### config.mk
export PLATFORM = sky130hd
export DESIGN_NAME = vend_txn_sequencer_flat
export DESIGN_NICKNAME = d
export VERILOG_FILES = /design/src/rtl/vend_txn_sequencer_if.sv /design/src/rtl/vend_txn_sequencer.sv /design/src/flat_wrapper.sv
export SDC_FILE = /design/constraint.sdc
export NUM_CORES = 1
export LEC_CHECK = 0
export ABC_AREA = 1
export BUFFER_PORTS_ARGS = -buffer_cell sky130_fd_sc_hd__clkbuf_2
export CAP_MARGIN = 20
export CORE_MARGIN = 2
export CORE_UTILIZATION = 45
export DETAILED_ROUTE_END_ITERATION = 16
export PLACE_DENSITY = 0.76
export SLEW_MARGIN = 20
export SYNTH_ARGS = -nofsm -noshare
export SYNTH_HDL_FRONTEND = slang
export SYNTH_SLANG_ARGS = --single-unit
export TNS_END_PERCENT = 100
### constraint.sdc
create_clock -name clk -period 1.15 [get_ports clk]
set_input_delay 0 -clock clk [delete_from_list [all_inputs] [get_ports clk]]
set_output_delay 0 -clock clk [all_outputs]
set_load 0.02 [all_outputs]
### src/rtl/vend_txn_sequencer_if.sv
// Requester, datapath and status signals between the vending transaction sequencer and its neighbours.
interface vend_txn_sequencer_if #(
    parameter int unsigned MONEY_W = 4,
    parameter int unsigned QTY_W   = 4,
    parameter int unsigned ID_W    = 3,
    parameter int unsigned CNT_W   = 8
) ();
    logic               cust_req;
    logic [MONEY_W-1:0] cust_money;
    logic [ID_W-1:0]    cust_item;
    logic [QTY_W-1:0]   cust_qty;
    logic               cust_ack;
    logic               wd_req;
    logic               wd_ack;
    logic               sup_req;
    logic [ID_W-1:0]    sup_id;
    logic [MONEY_W-1:0] sup_amount;
    logic               sup_ack;
    logic [1:0]         dp_mode;
    logic [MONEY_W-1:0] dp_customer_money;
    logic [ID_W-1:0]    dp_customer_request;
    logic [QTY_W-1:0]   dp_quantity_request;
    logic [ID_W-1:0]    dp_product_id;
    logic [MONEY_W-1:0] dp_amount_added;
    logic               dp_en;
    logic               dp_red_light;
    logic [MONEY_W-1:0] dp_updated_money;
    logic               done;
    logic               err;
    logic [MONEY_W-1:0] change;
    logic [CNT_W-1:0]   txn_count;
    logic [CNT_W-1:0]   err_count;

    // Front panel and datapath side (drives requests and datapath results)
    modport master (
        output cust_req, cust_money, cust_item, cust_qty, wd_req, sup_req, sup_id, sup_amount,
               dp_red_light, dp_updated_money,
        input  cust_ack, wd_ack, sup_ack, dp_mode, dp_customer_money, dp_customer_request,
               dp_quantity_request, dp_product_id, dp_amount_added, dp_en,
               done, err, change, txn_count, err_count
    );

    // Sequencer side
    modport slave (
        input  cust_req, cust_money, cust_item, cust_qty, wd_req, sup_req, sup_id, sup_amount,
               dp_red_light, dp_updated_money,
        output cust_ack, wd_ack, sup_ack, dp_mode, dp_customer_money, dp_customer_request,
               dp_quantity_request, dp_product_id, dp_amount_added, dp_en,
               done, err, change, txn_count, err_count
    );
endinterface

### src/rtl/vend_txn_sequencer.sv
// Arbitrates customer / withdraw / supply requests onto the vending datapath and sequences one commit.
// Define ARB_RR_EN for round-robin arbitration; default is fixed priority sup > wd > cust.
module vend_txn_sequencer #(
    parameter int unsigned MONEY_W = 4,
    parameter int unsigned QTY_W   = 4,
    parameter int unsigned ID_W    = 3,
    parameter int unsigned CNT_W   = 8
) (
    input  logic                 clk,
    input  logic                 rst_n,
    vend_txn_sequencer_if.slave  bus
);
    localparam logic [2:0] S_IDLE    = 3'd0;
    localparam logic [2:0] S_SETUP   = 3'd1;
    localparam logic [2:0] S_COMMIT  = 3'd2;
    localparam logic [2:0] S_CAPTURE = 3'd3;
    localparam logic [2:0] S_RESPOND = 3'd4;

    localparam logic [1:0] M_CUST = 2'b00;
    localparam logic [1:0] M_WD   = 2'b01;
    localparam logic [1:0] M_SUP  = 2'b10;
    localparam logic [1:0] M_IDLE = 2'b11;

    logic [2:0]         state,  state_nxt;
    logic [1:0]         mode,   mode_nxt;
    logic [MONEY_W-1:0] money,  money_nxt;
    logic [ID_W-1:0]    item,   item_nxt;
    logic [QTY_W-1:0]   qty,    qty_nxt;
    logic [ID_W-1:0]    pid,    pid_nxt;
    logic [MONEY_W-1:0] amt,    amt_nxt;
    logic               en,     en_nxt;
    logic [2:0]         ack,    ack_nxt;
    logic               done,   done_nxt;
    logic               err,    err_nxt;
    logic [MONEY_W-1:0] change, change_nxt;
    logic [CNT_W-1:0]   txn,    txn_nxt;
    logic [CNT_W-1:0]   errc,   errc_nxt;

    logic [2:0] req_c;
    logic [1:0] win_c;

    assign req_c = {bus.sup_req, bus.wd_req, bus.cust_req};

`ifdef ARB_RR_EN
    logic [1:0] last;

    // Search starts just after the last-granted requester
    always_comb begin
        win_c = M_CUST;
        case (last)
            M_CUST:  win_c = req_c[1] ? M_WD   : (req_c[2] ? M_SUP  : M_CUST);
            M_WD:    win_c = req_c[2] ? M_SUP  : (req_c[0] ? M_CUST : M_WD);
            default: win_c = req_c[0] ? M_CUST : (req_c[1] ? M_WD   : M_SUP);
        endcase
    end

    always_ff @(posedge clk or negedge rst_n) begin
        if (!rst_n) begin
            last <= M_SUP;
        end else if (state == S_IDLE && |req_c) begin
            last <= win_c;
        end
    end
`else
    always_comb begin
        win_c = M_CUST;
        if (req_c[2])      win_c = M_SUP;
        else if (req_c[1]) win_c = M_WD;
    end
`endif

    always_ff @(posedge clk or negedge rst_n) begin
        if (!rst_n) begin
            state  <= S_IDLE;
            mode   <= M_IDLE;
            money  <= '0;
            item   <= '0;
            qty    <= '0;
            pid    <= '0;
            amt    <= '0;
            en     <= 1'b0;
            ack    <= '0;
            done   <= 1'b0;
            err    <= 1'b0;
            change <= '0;
            txn    <= '0;
            errc   <= '0;
        end else begin
            state  <= state_nxt;
            mode   <= mode_nxt;
            money  <= money_nxt;
            item   <= item_nxt;
            qty    <= qty_nxt;
            pid    <= pid_nxt;
            amt    <= amt_nxt;
            en     <= en_nxt;
            ack    <= ack_nxt;
            done   <= done_nxt;
            err    <= err_nxt;
            change <= change_nxt;
            txn    <= txn_nxt;
            errc   <= errc_nxt;
        end
    end

    // Next-state and next-output logic; every output is registered one state ahead
    always_comb begin
        state_nxt  = state;
        mode_nxt   = mode;
        money_nxt  = money;
        item_nxt   = item;
        qty_nxt    = qty;
        pid_nxt    = pid;
        amt_nxt    = amt;
        en_nxt     = 1'b0;
        ack_nxt    = '0;
        done_nxt   = 1'b0;
        err_nxt    = err;
        change_nxt = change;
        txn_nxt    = txn;
        errc_nxt   = errc;
        case (state)
            S_IDLE: begin
                if (|req_c) begin
                    state_nxt = S_SETUP;
                    mode_nxt  = win_c;
                    if (win_c == M_CUST) begin
                        money_nxt = bus.cust_money;
                        item_nxt  = bus.cust_item;
                        qty_nxt   = bus.cust_qty;
                    end
                    if (win_c == M_SUP) begin
                        pid_nxt = bus.sup_id;
                        amt_nxt = bus.sup_amount;
                    end
                end
            end
            S_SETUP: begin
                state_nxt = S_COMMIT;
                en_nxt    = 1'b1;
                txn_nxt   = txn + CNT_W'(1);
            end
            S_COMMIT: begin
                state_nxt = S_CAPTURE;
            end
            S_CAPTURE: begin
                state_nxt  = S_RESPOND;
                err_nxt    = bus.dp_red_light;
                change_nxt = bus.dp_updated_money;
                if (bus.dp_red_light && errc != '1) errc_nxt = errc + CNT_W'(1);
                ack_nxt    = 3'b001 << mode;
                done_nxt   = 1'b1;
            end
            S_RESPOND: begin
                state_nxt = S_IDLE;
                mode_nxt  = M_IDLE;
                money_nxt = '0;
                item_nxt  = '0;
                qty_nxt   = '0;
                pid_nxt   = '0;
                amt_nxt   = '0;
                err_nxt   = 1'b0;
            end
            default: begin
                state_nxt = S_IDLE;
            end
        endcase
    end

    assign bus.dp_mode             = mode;
    assign bus.dp_customer_money   = money;
    assign bus.dp_customer_request = item;
    assign bus.dp_quantity_request = qty;
    assign bus.dp_product_id       = pid;
    assign bus.dp_amount_added     = amt;
    assign bus.dp_en               = en;
    assign bus.cust_ack            = ack[0];
    assign bus.wd_ack              = ack[1];
    assign bus.sup_ack             = ack[2];
    assign bus.done                = done;
    assign bus.err                 = err;
    assign bus.change              = change;
    assign bus.txn_count           = txn;
    assign bus.err_count           = errc;
endmodule

### src/flat_wrapper.sv
// flat-port wrapper written by rule: the top's interface ports become plain ports
module vend_txn_sequencer_flat 
#(
    parameter int unsigned MONEY_W = 4,
    parameter int unsigned QTY_W   = 4,
    parameter int unsigned ID_W    = 3,
    parameter int unsigned CNT_W   = 8
)
  (clk, rst_n, bus_cust_req, bus_cust_money, bus_cust_item, bus_cust_qty, bus_wd_req, bus_sup_req, bus_sup_id, bus_sup_amount, bus_dp_red_light, bus_dp_updated_money, bus_cust_ack, bus_wd_ack, bus_sup_ack, bus_dp_mode, bus_dp_customer_money, bus_dp_customer_request, bus_dp_quantity_request, bus_dp_product_id, bus_dp_amount_added, bus_dp_en, bus_done, bus_err, bus_change, bus_txn_count, bus_err_count);
  vend_txn_sequencer_if #(.MONEY_W(MONEY_W), .QTY_W(QTY_W), .ID_W(ID_W), .CNT_W(CNT_W)) bus_i ();
  input  logic clk;
  input  logic rst_n;
  input wire logic [$bits(bus_i.cust_req)-1:0] bus_cust_req;
  input wire logic [$bits(bus_i.cust_money)-1:0] bus_cust_money;
  input wire logic [$bits(bus_i.cust_item)-1:0] bus_cust_item;
  input wire logic [$bits(bus_i.cust_qty)-1:0] bus_cust_qty;
  input wire logic [$bits(bus_i.wd_req)-1:0] bus_wd_req;
  input wire logic [$bits(bus_i.sup_req)-1:0] bus_sup_req;
  input wire logic [$bits(bus_i.sup_id)-1:0] bus_sup_id;
  input wire logic [$bits(bus_i.sup_amount)-1:0] bus_sup_amount;
  input wire logic [$bits(bus_i.dp_red_light)-1:0] bus_dp_red_light;
  input wire logic [$bits(bus_i.dp_updated_money)-1:0] bus_dp_updated_money;
  output wire logic [$bits(bus_i.cust_ack)-1:0] bus_cust_ack;
  output wire logic [$bits(bus_i.wd_ack)-1:0] bus_wd_ack;
  output wire logic [$bits(bus_i.sup_ack)-1:0] bus_sup_ack;
  output wire logic [$bits(bus_i.dp_mode)-1:0] bus_dp_mode;
  output wire logic [$bits(bus_i.dp_customer_money)-1:0] bus_dp_customer_money;
  output wire logic [$bits(bus_i.dp_customer_request)-1:0] bus_dp_customer_request;
  output wire logic [$bits(bus_i.dp_quantity_request)-1:0] bus_dp_quantity_request;
  output wire logic [$bits(bus_i.dp_product_id)-1:0] bus_dp_product_id;
  output wire logic [$bits(bus_i.dp_amount_added)-1:0] bus_dp_amount_added;
  output wire logic [$bits(bus_i.dp_en)-1:0] bus_dp_en;
  output wire logic [$bits(bus_i.done)-1:0] bus_done;
  output wire logic [$bits(bus_i.err)-1:0] bus_err;
  output wire logic [$bits(bus_i.change)-1:0] bus_change;
  output wire logic [$bits(bus_i.txn_count)-1:0] bus_txn_count;
  output wire logic [$bits(bus_i.err_count)-1:0] bus_err_count;
  assign bus_i.cust_req = bus_cust_req;
  assign bus_i.cust_money = bus_cust_money;
  assign bus_i.cust_item = bus_cust_item;
  assign bus_i.cust_qty = bus_cust_qty;
  assign bus_i.wd_req = bus_wd_req;
  assign bus_i.sup_req = bus_sup_req;
  assign bus_i.sup_id = bus_sup_id;
  assign bus_i.sup_amount = bus_sup_amount;
  assign bus_i.dp_red_light = bus_dp_red_light;
  assign bus_i.dp_updated_money = bus_dp_updated_money;
  assign bus_cust_ack = bus_i.cust_ack;
  assign bus_wd_ack = bus_i.wd_ack;
  assign bus_sup_ack = bus_i.sup_ack;
  assign bus_dp_mode = bus_i.dp_mode;
  assign bus_dp_customer_money = bus_i.dp_customer_money;
  assign bus_dp_customer_request = bus_i.dp_customer_request;
  assign bus_dp_quantity_request = bus_i.dp_quantity_request;
  assign bus_dp_product_id = bus_i.dp_product_id;
  assign bus_dp_amount_added = bus_i.dp_amount_added;
  assign bus_dp_en = bus_i.dp_en;
  assign bus_done = bus_i.done;
  assign bus_err = bus_i.err;
  assign bus_change = bus_i.change;
  assign bus_txn_count = bus_i.txn_count;
  assign bus_err_count = bus_i.err_count;
  vend_txn_sequencer #(.MONEY_W(MONEY_W), .QTY_W(QTY_W), .ID_W(ID_W), .CNT_W(CNT_W)) u_core (.clk(clk), .rst_n(rst_n), .bus(bus_i));
endmodule
==> metrics, run 1 <==
all-layer global routing usage=21.3%; Yosys top cell area share=51.1%; launch point of the critical path=u_core.state[2]$_DFFE_PN0P_; global-route wire length before repair=between 9 and 10 mm; end point of the worst hold path=u_core.bus.dp_mode[0]$_DFFE_PN1P_; origin of the worst min-delay path=bus_wd_req; die outline height=approximately 76 um; worst voltage drop across the vdd grid=1770 uV; Worst Hold Class=in2reg; part of the power in the clock network=a little over an eighth; Clock Pin Slew Worst Setup and Hold Paths=~0.10 ns; Int Pwr=around 5500 uW; number of antenna cells inserted=0; result of the run=finished with violations; share of post-route cells with drive strength above 1=48.5%; total CTS buffers=5; most congested layer reported by global routing=met2; count of cells along the worst register-to-register path=7; Multi-input gate area=0.00123 mm2; post-DP HPWL=3.60 mm; global-route track usage on met3=5.95%; antenna-violating nets left=0; met2 capacity usage during global routing=38.0%; reg-to-reg setup timing slack=-0.20 ns; pin count of the biggest net entering global routing=24; Max-Cap Viols=0; endpoint of the worst-slack reg-to-reg timing path=u_core.bus.dp_customer_money[2]$_DFFE_PN0P_; port buffer count=73; Area growth syn-to-layout=63.6%; Placeable Area=0.00501 mm2; die boundary width=approximately 76 um; FILL cells=368; setup repair after global routing missed its margin=true; maximum clock frequency=approximately 740 MHz; number of detailed-route iterations in the first pass=4; Worst path slowest cell=dfrtp_2; nature of the critical path startpoint=register; Final #Nets=431; Routed WL=~6.5 mm; Final Max Slew Viols=0; Yosys Warn Count=0; per-instance average area after synthesis=8.79 um2; number of rows in the core area=26; highest cell delay on the worst timing path=0.47 ns; static leakage=0.00195 uW; remaining global-route overflow=0; critical path data arrival time=1.59 ns; CP required=1.39 ns; transition at the pin with the smallest max-transition slack=0.341 ns; synthesized netlist cell count=roughly 260; post-synthesis sequential area ratio=53.3%; Worst setup EP type=register; total power per unit cell area=roughly 2600 mW/mm2; full die area=0.00571 mm2; hold violation count in the final report=0; synthesized area=~0.0023 mm2; net switching component of the power=4350 uW; Crit Reg-Reg Startpoint=u_core.state[2]$_DFFE_PN0P_; period utilisation layout=117%; GR Layer Usage met1=around a quarter; DR vias/cell=4.91; minimum period implied by the final worst setup slack=1.35 ns; WS Path Type=reg2reg; clock tree from TritonCTS=yes; combinational power share=approximately 56%; setup violators final=29; final weighted congestion in routability-driven placement=0.778; buffers and inverters on the worst path=2; post-synthesis sequential element count=49; Iter 0 DRT Violations=92; Initial Utilization=46.0%; Final WS setup=-0.200 ns; Skew-Pair Late Insertion Delay=between 0.3 and 0.4 ns; DRC errors left=0; post-synthesis net count=a little under 300; Critical Path Fanout Max=5; total via count after detailed routing=2319; clk root buf=clkbuf_8; via count of the first global-routing pass=approximately 2.1k; Routed wire per std cell=13.9 um; cell chain of the critical path=buf_12 > nor2_4 > nand2_2 > nand2_4 > clkbuf_16 > nand2_1 > o21ai_2; Slew HR=between 70% and 80%; fraction of the core area covered by cells at the end of the flow=75.2%; Post-Route Skew=between 0.008 and 0.009 ns; Worst path top cell family by delay=flip-flops; violations in the final reports=negative setup slack; Synth area leaders=dfrtp_1 51%, nand2_1 18%, o21ai_2 3.4%; num ports=74; Sw Share=between 40 and 50%; Distinct cells, synth=27; Sequential Area=0.00123 mm2; Clock Sink Count=49; Overall Power=around 9800 uW; cell taking the most area after synthesis=dfrtp_1; Longest Clk Path Bufs=2; CTS H-Tree Depth=2; Min-Delay Path Depth=3; sequential share of power=30.8%; antenna violations before repair=0
## synth_stat cells, drive strengths merged
cell type and count:
nand2 117, dfrtp 47, inv 21, nor2 20, o21ai 16, nand3 15
xor2 5, buf 4, nand4 4, nand3b 3, a21oi 2, dfstp 2
ha 2, nor3 2, a22oi 1, xnor2 1
## placed cells by master, fill, tap and decap left out, types with 8 or more instances in the layout
cell type       n
nand2_4         8
dlygate4sd3_1  23
dfrtp_1        42
nand2_2        16
clkbuf_2       73
inv_1          15
buf_4          22
nor2_1         13
o21ai_2        14
nand3_2         9
nand2_1        93
## routing by layer
| metal | share of wire [%] | up-vias | wire length (um) |
|---|---|---|---|
| li1 | - | 1108 | - |
| met1 | 39 | 1108 | 2530 |
| met2 | 54 | 90 | 3530 |
| met3 | 5.8 | 13 | 382 |
| met4 | 1.4 | 0 | 94 |
| met5 | 0 | - | 0 |
## power groups by stage
stage          logic [uW]  registers, uW  clock network [uW]
2_1_floorplan        1790           3720                   0
3_3_place_gp         3860           2980                   0
3_5_place_dp         3970           2970                   0
4_1_cts              4430           2940                1320
5_1_grt              5950           3090                1390
6_report             5480           3020                1310
## cell families after synthesis
kind of cell	Yosys count	share of synthesized area, %
and+or+nand+nor	161	31.7
DFF	49	53.3
buffers and inverters	25	5.43
AOI/OAI and AO/OA	19	6.19
xor gates and xnor gates	6	2.28
adders and majority gates	2	1.09
## flip-flops by register name (all words and copies together), names as in the netlist
name,flops
u_core.bus.err_count,8
u_core.bus.txn_count,8
u_core.bus.change,4
u_core.bus.dp_amount_added,4
u_core.bus.dp_customer_money,4
u_core.bus.dp_quantity_request,4
u_core.ack,3
u_core.bus.dp_customer_request,3
u_core.bus.dp_product_id,3
u_core.state,3
u_core.bus.dp_mode,2
u_core.bus.done,1
u_core.bus.dp_en,1
u_core.bus.err,1
## stage by stage
step | hold WS (ns) | instances | cell area [um2] | setup slack [ns] | TNS (ns)
after detailed placement | -0.0827 | 424 | 2950 | -0.0937 | -1.34
after floorplan | -0.296 | 262 | 2340 | -0.0831 | -0.594
final | 0.0120 | 472 | 3770 | -0.200 | -2.68
after CTS | 0.0269 | 461 | 3420 | -0.0707 | -0.670
after global placement | -0.0834 | 424 | 2950 | -0.0461 | -0.682
after global routing | 0.0289 | 472 | 3770 | -0.248 | -4.66
## worst min-delay path: stages
cell and delay [ns]:
clkbuf_2 0.10, a22oi_2 0.08, o21ai_2 0.10
## area by class of cell
type	count	area share (%)
tap	70	2.32
multi-input combinational	192	32.6
timing repair buffer	132	26.6
clock buffer	6	2.19
sequential	49	32.8
clock inverter	2	0.996
inverter	21	2.49
## worst max-delay path by stage
stage | end | slack [ns] | cells after the start
5_1_grt | u_core.bus.dp_customer_money[2]$_DFFE_PN0P_ | -0.25 | 7
6_report | u_core.bus.dp_customer_money[2]$_DFFE_PN0P_ | -0.20 | 7
3_3_place_gp | u_core.bus.dp_quantity_request[2]$_DFFE_PN0P_ | -0.05 | 4
4_1_cts | u_core.bus.err_count[5]$_DFFE_PN0P_ | -0.07 | 7
3_5_place_dp | u_core.bus.dp_customer_money[0]$_DFFE_PN0P_ | -0.09 | 8
2_1_floorplan | u_core.bus.err_count[4]$_DFFE_PN0P_ | -0.08 | 7
## timing repair
item / CTS / global route
pin swaps: 4 / 21
cloned: 3 / 4
hold buffers: 23 / 0
setup endpoints to repair: 30 / 41
resized for setup: 14 / 53
endpoints found under the hold margin: 69 / 0
setup buffers: 3 / 7
Power figures use the tool's default switching activity.
==> inputs of run 2 (changes only) <==
Settings changed: MAX_ROUTING_LAYER set to met4.
==> run 2 against run 1 <==
- the flow still finishes with violations (negative setup slack)
- via count shrank 0.34%
- register-to-register slack is essentially flat
- utilization is the same
- routed wire length shrank 0.43%
- hold slack lost 0.0022 ns
- global-route usage grew 0.66 points
- first-iteration DRC count grew 16%
- sequential power is essentially flat
- sequential share of layout area is the same
- largest power group unchanged
==> metrics, run 2 (synthesized netlist as in run 1, its figures left out) <==
hold violation count in the final report=0; Design Area, Final=0.00377 mm2; violations in the final reports=negative setup slack; remaining global-route overflow=0; Longest Clk Path Bufs=2; Routed wire per std cell=13.8 um; Initial Utilization=46.0%; all-layer global routing usage=21.9%; cell area reported after detailed placement=0.00295 mm2; transition at the pin with the smallest max-transition slack=between 0.3 and 0.4 ns; clk root buf=clkbuf_8; total CTS buffers=5; via count of the first global-routing pass=2095; Multi-input gate area=0.00123 mm2; Worst setup EP type=register; CP required=1.39 ns; most common cell after layout, fill and taps aside=nand2_1; total via count after detailed routing=2311; clock tree from TritonCTS=yes; Clock Sink Count=49; fraction of the core area covered by cells at the end of the flow=between 70% and 80%; Slew HR=77.1%; pin count of the biggest net entering global routing=24; Worst Hold Class=in2reg; Final #Nets=between 400 and 500; minimum period implied by the final worst setup slack=1.35 ns; FILL cells=~370; Max-Cap Viols=0; die outline height=75.5 um; CTS H-Tree Depth=2; critical path data arrival time=approximately 1.6 ns; total power per unit cell area=between 2000 and 3000 mW/mm2; Placeable Area=~0.0050 mm2; commonest cells after routing, fill and taps aside=93 x nand2_1, 73 x clkbuf_2, 42 x dfrtp_1; setup violators final=30; number of antenna cells inserted=0; worst voltage drop across the vdd grid=1770 uV; setup repair after global routing missed its margin=true; full die area=0.00571 mm2; nature of the critical path startpoint=register; Post-Route Skew=0.00789 ns; number of rows in the core area=26; global-route wire length before repair=9.27 mm; Total Neg Setup Slack=-2.71 ns; Clock Pin Slew Worst Setup and Hold Paths=around 0.090 ns; Sequential Area=0.00123 mm2; result of the run=finished with violations; Area growth syn-to-layout=63.6%; maximum clock frequency=740 MHz; antenna violations before repair=0; antenna-violating nets left=0; number of detailed-route iterations in the first pass=5; Critical Path Fanout Max=5; reg-to-reg setup timing slack=-0.20 ns; Skew-Pair Late Insertion Delay=0.31 ns; num ports=74; final weighted congestion in routability-driven placement=0.789; Iter 0 DRT Violations=~110; WS Path Type=reg2reg; static leakage=0.00195 uW; post-DP HPWL=3.60 mm; DR vias/cell=about 4.9; port buffer count=73; die boundary width=75.5 um; Final Max Slew Viols=0; Routed WL=between 6 and 7 mm; period utilisation layout=118%; share of post-route cells with drive strength above 1=48.5%; Final WS setup=-0.202 ns; DRC errors left=0
## run 2: cell counts in the layout (fill, tap and decap cells not counted)
Identical to the previous run, type by type.
## run 2: final timing paths
path	startpoint	to	cells past startpoint
min in group asynchronous	rst_n	u_core.bus.txn_count[7]$_DFFE_PN0P_	2
setup / recovery	u_core.state[2]$_DFFE_PN0P_	u_core.bus.dp_customer_money[2]$_DFFE_PN0P_	7
hold reg to reg	u_core.bus.change[1]$_DFFE_PN0P_	u_core.bus.change[1]$_DFFE_PN0P_	2
hold / removal	bus_wd_req	u_core.bus.dp_mode[0]$_DFFE_PN1P_	3
setup reg to reg	u_core.state[2]$_DFFE_PN0P_	u_core.bus.dp_customer_money[2]$_DFFE_PN0P_	7
max in group asynchronous	rst_n	u_core.bus.dp_mode[0]$_DFFE_PN1P_	3
## run 2: final cells by class
| class | count | share of cell area [%] |
|---|---|---|
| clock buffer | 6 | 2.19 |
| clock inverter | 2 | 0.996 |
| inverter | 21 | 2.49 |
| multi-input combinational | 192 | 32.6 |
| sequential | 49 | 32.8 |
| tap | 70 | 2.32 |
| timing repair buffer | 132 | 26.6 |
## run 2: stage by stage
stage	power, uW	worst slack, ns	hold WS, ns	cells
floorplan	5510	-0.0831	-0.296	262
global placement	6840	-0.0461	-0.0834	424
detailed placement	6950	-0.0937	-0.0827	424
CTS	8690	-0.0707	0.0269	461
global route	10400	-0.248	0.0289	472
finish	9800	-0.202	0.00985	472
## run 2: what timing repair did
action / 4_1_cts / 5_1_grt
pin swaps: 4 / 21
endpoints found under the setup margin: 30 / 41
setup buffers: 3 / 7
gates resized for setup: 14 / 53
gates cloned: 3 / 4
hold buffers: 23 / 0
hold endpoints to repair: 69 / 0
## run 2: critical path, stage by stage, from the launching register on
cell       delay (ns)
dfrtp_2          0.47
buf_12           0.14
nor2_4           0.11
nand2_2          0.09
nand2_4          0.16
clkbuf_16        0.17
nand2_1          0.07
o21ai_2          0.06
## run 2: power by group
part           switching, uW  internal [uW]  total [uW]
Sequential               571           2440        3010
Clock                    597            708        1300
Combinational           3180           2300        5490
Total                   4350           5450        9800
## run 2: layer usage
| layer | track usage [%] | up-vias | share of wire, % |
|---|---|---|---|
| li1 | - | 1108 | - |
| met1 | 25.9 | 1092 | 38 |
| met2 | 38.0 | 99 | 54 |
| met3 | 5.29 | 12 | 6.2 |
| met4 | 4.87 | 0 | 1.4 |
| met5 | - | - | 0 |
==> inputs of run 3 (changes only) <==
--- a/config.mk
+++ b/config.mk
@@ -9,5 +9,5 @@
 export BUFFER_PORTS_ARGS = -buffer_cell sky130_fd_sc_hd__clkbuf_2
 export CAP_MARGIN = 20
-export CORE_MARGIN = 2
+export CORE_MARGIN = 1.5
 export CORE_UTILIZATION = 45
 export DETAILED_ROUTE_END_ITERATION = 16
==> constraint.sdc (replaced) <==
create_clock -name clk -period 1.15 [get_ports clk]
set_input_delay 0 -clock clk [delete_from_list [all_inputs] [get_ports clk]]
set_output_delay 0 -clock clk [all_outputs]
set_load 0.005 [all_outputs]
==> run 3 against run 2 <==
- the run still ends with negative setup slack left
- maximum frequency rose by 3.4%
- first-iteration DRC count is 20% higher
- routed wire length rose by 2.0%
- register-to-register slack better by 0.04 ns
- largest power group unchanged
- highest routed layer unchanged
==> metrics, run 3 (synthesized netlist as in run 1, its figures left out) <==
full die area=0.00556 mm2; cell area reported after detailed placement=0.00295 mm2; Skew-Pair Late Insertion Delay=0.31 ns; worst setup path end=u_core.bus.dp_customer_request[0]$_DFFE_PN0P_; clock tree from TritonCTS=yes; share of post-route cells with drive strength above 1=49.5%; worst voltage drop across the vdd grid=1330 uV; Worst path slowest cell=dfrtp_2; hold violation count in the final report=0; highest cell delay on the worst timing path=about 0.44 ns; critical path data arrival time=1.55 ns; Routed WL=6.64 mm; total power per unit cell area=2380 mW/mm2; Sequential Area=0.00123 mm2; post-DP HPWL=3.61 mm; period utilisation layout=114%; remaining global-route overflow=0; cell chain of the critical path=inv_2 > nand2_4 > nor2_4 > nand2_2 > nand2_4 > clkbuf_16 > nand2_4 > o21ai_2; port buffer count=73; Routed wire per std cell=14.2 um; FILL cells=331; via count of the first global-routing pass=about 2.1k; antenna violations before repair=0; most common cell after layout, fill and taps aside=nand2_1; Slew HR=82.6%; commonest cells after routing, fill and taps aside=87 x nand2_1, 73 x clkbuf_2, 45 x dfrtp_1; result of the run=finished with violations; Critical Path Fanout Max=5; DRC errors left=0; num ports=74; total stage count of the critical path=8; number of rows in the core area=25; CP required=approximately 1.4 ns; total via count after detailed routing=2265; Final #Nets=431; Crit Reg-Reg Startpoint=u_core.state[0]$_DFFE_PN0P_; clk root buf=clkbuf_8; Placeable Area=around 0.0048 mm2; transition at the pin with the smallest max-transition slack=0.261 ns; die outline height=~75 um; count of cells along the worst register-to-register path=8; Area growth syn-to-layout=64.3%; number of antenna cells inserted=0; Worst setup EP type=register; setup repair after global routing missed its margin=true; die boundary width=74.5 um; Worst Hold Slack=0.0521 ns; static leakage=between 0.0015 and 0.002 uW; final weighted congestion in routability-driven placement=0.857; Worst path top cell family by delay=simple AND/OR/NAND/NOR gates; nature of the critical path startpoint=register; pin count of the biggest net entering global routing=50; Clock Pin Slew Worst Setup and Hold Paths=0.09 ns; Post-Route Skew=approximately 0.0043 ns; Initial Utilization=47.8%; Final Max Slew Viols=0; Worst Hold Class=in2reg; Max-Cap Viols=0; Longest Clk Path Bufs=2; maximum clock frequency=765 MHz; Final WS setup=-0.158 ns; CTS H-Tree Depth=2; buffers and inverters on the worst path=2; cell repeated most along the worst path=nand2_4; reg-to-reg setup timing slack=-0.16 ns; total CTS buffers=5; launch point of the critical path=u_core.state[0]$_DFFE_PN0P_; minimum period implied by the final worst setup slack=1.31 ns; Design Area, Final=0.00378 mm2; all-layer global routing usage=23.6%; WS Path Type=reg2reg; endpoint of the worst-slack reg-to-reg timing path=u_core.bus.dp_customer_request[0]$_DFFE_PN0P_; global-route wire length before repair=between 9 and 10 mm; Multi-input gate area=0.00121 mm2; number of detailed-route iterations in the first pass=4; Clock Sink Count=49; Iter 0 DRT Violations=128; Cells after DPL=~420; antenna-violating nets left=0; DR vias/cell=roughly 4.8; Post-Layout Cell Count=469; setup violators final=32; violations in the final reports=negative setup slack
run 3: cell count changes in the layout (fill, tap and decap cells not counted), sizes merged:
cell,change
nand2,-3
buf,+1
clkbuf,+1
clkinv,+1
run 3: worst reg2reg max path, delay by kind of cell, from the launching register on:
kind	cells	cell delay [ns]
compound gates	1	0.06
flops	1	0.44
simple gates	5	0.46
buf+inv	2	0.27
run 3: area by class of cell:
cell class / instances / share of cell area (%)
Clock buffer: 5 / 1.82
Clock inverter: 3 / 1.22
Inverter: 21 / 2.48
Multi-Input combinational cell: 189 / 32.0
Sequential cell: 49 / 32.5
Tap cell: 67 / 2.22
Timing Repair Buffer: 135 / 27.7
run 3: worst min path at each step:
stage | from | to | slack [ns] | cells past startpoint
after floorplan | rst_n | u_core.ack[0]$_DFF_PN0_ | -0.30 | 0
after global placement | rst_n | u_core.bus.err_count[3]$_DFFE_PN0P_ | 0.01 | 2
after detailed placement | rst_n | u_core.bus.err_count[4]$_DFFE_PN0P_ | 0.009 | 2
after CTS | bus_cust_req | u_core.state[0]$_DFFE_PN0P_ | 0.04 | 5
after global routing | bus_wd_req | u_core.bus.dp_mode[0]$_DFFE_PN1P_ | 0.09 | 3
final | bus_wd_req | u_core.bus.dp_mode[0]$_DFFE_PN1P_ | 0.05 | 3
run 3: repair_timing:
item / 4_1_cts / 5_1_grt
endpoints found under the hold margin: 71 / 0
buffers inserted: 5 / 6
setup endpoints to repair: 21 / 43
pin swaps: 3 / 25
hold buffers: 23 / 0
cloned: 2 / 4
resized for setup: 16 / 61
run 3: per-layer routing:
layer,share of wire (%),vias to the layer above,track usage (%)
met3,4.5,11,4.34
met5,0,-,-
met1,40,1074,29.5
li1,-,1106,-
met4,1.9,0,8.48
met2,53,74,38.5
run 3: power by group:
group	internal (uW)	total [uW]	leakage [uW]	switching, uW
clock network	651	1270	0.0000543	614
registers	2430	3040	0.000622	605
logic	2310	4690	0.00130	2380
total	5400	9000	0.00198	3600
run 3: through the flow:
step                setup slack [ns]  total power [uW]  TNS, ns  utilization, %
global route                  -0.222              9580    -5.12            78.5
CTS                          -0.0892              8010   -0.842            71.2
global placement             -0.0483              6170   -0.378            61.3
finish                        -0.158              9000    -2.63            78.5
detailed placement           -0.0934              6300    -1.06            61.3
floorplan                    -0.0606              4770   -0.445               -
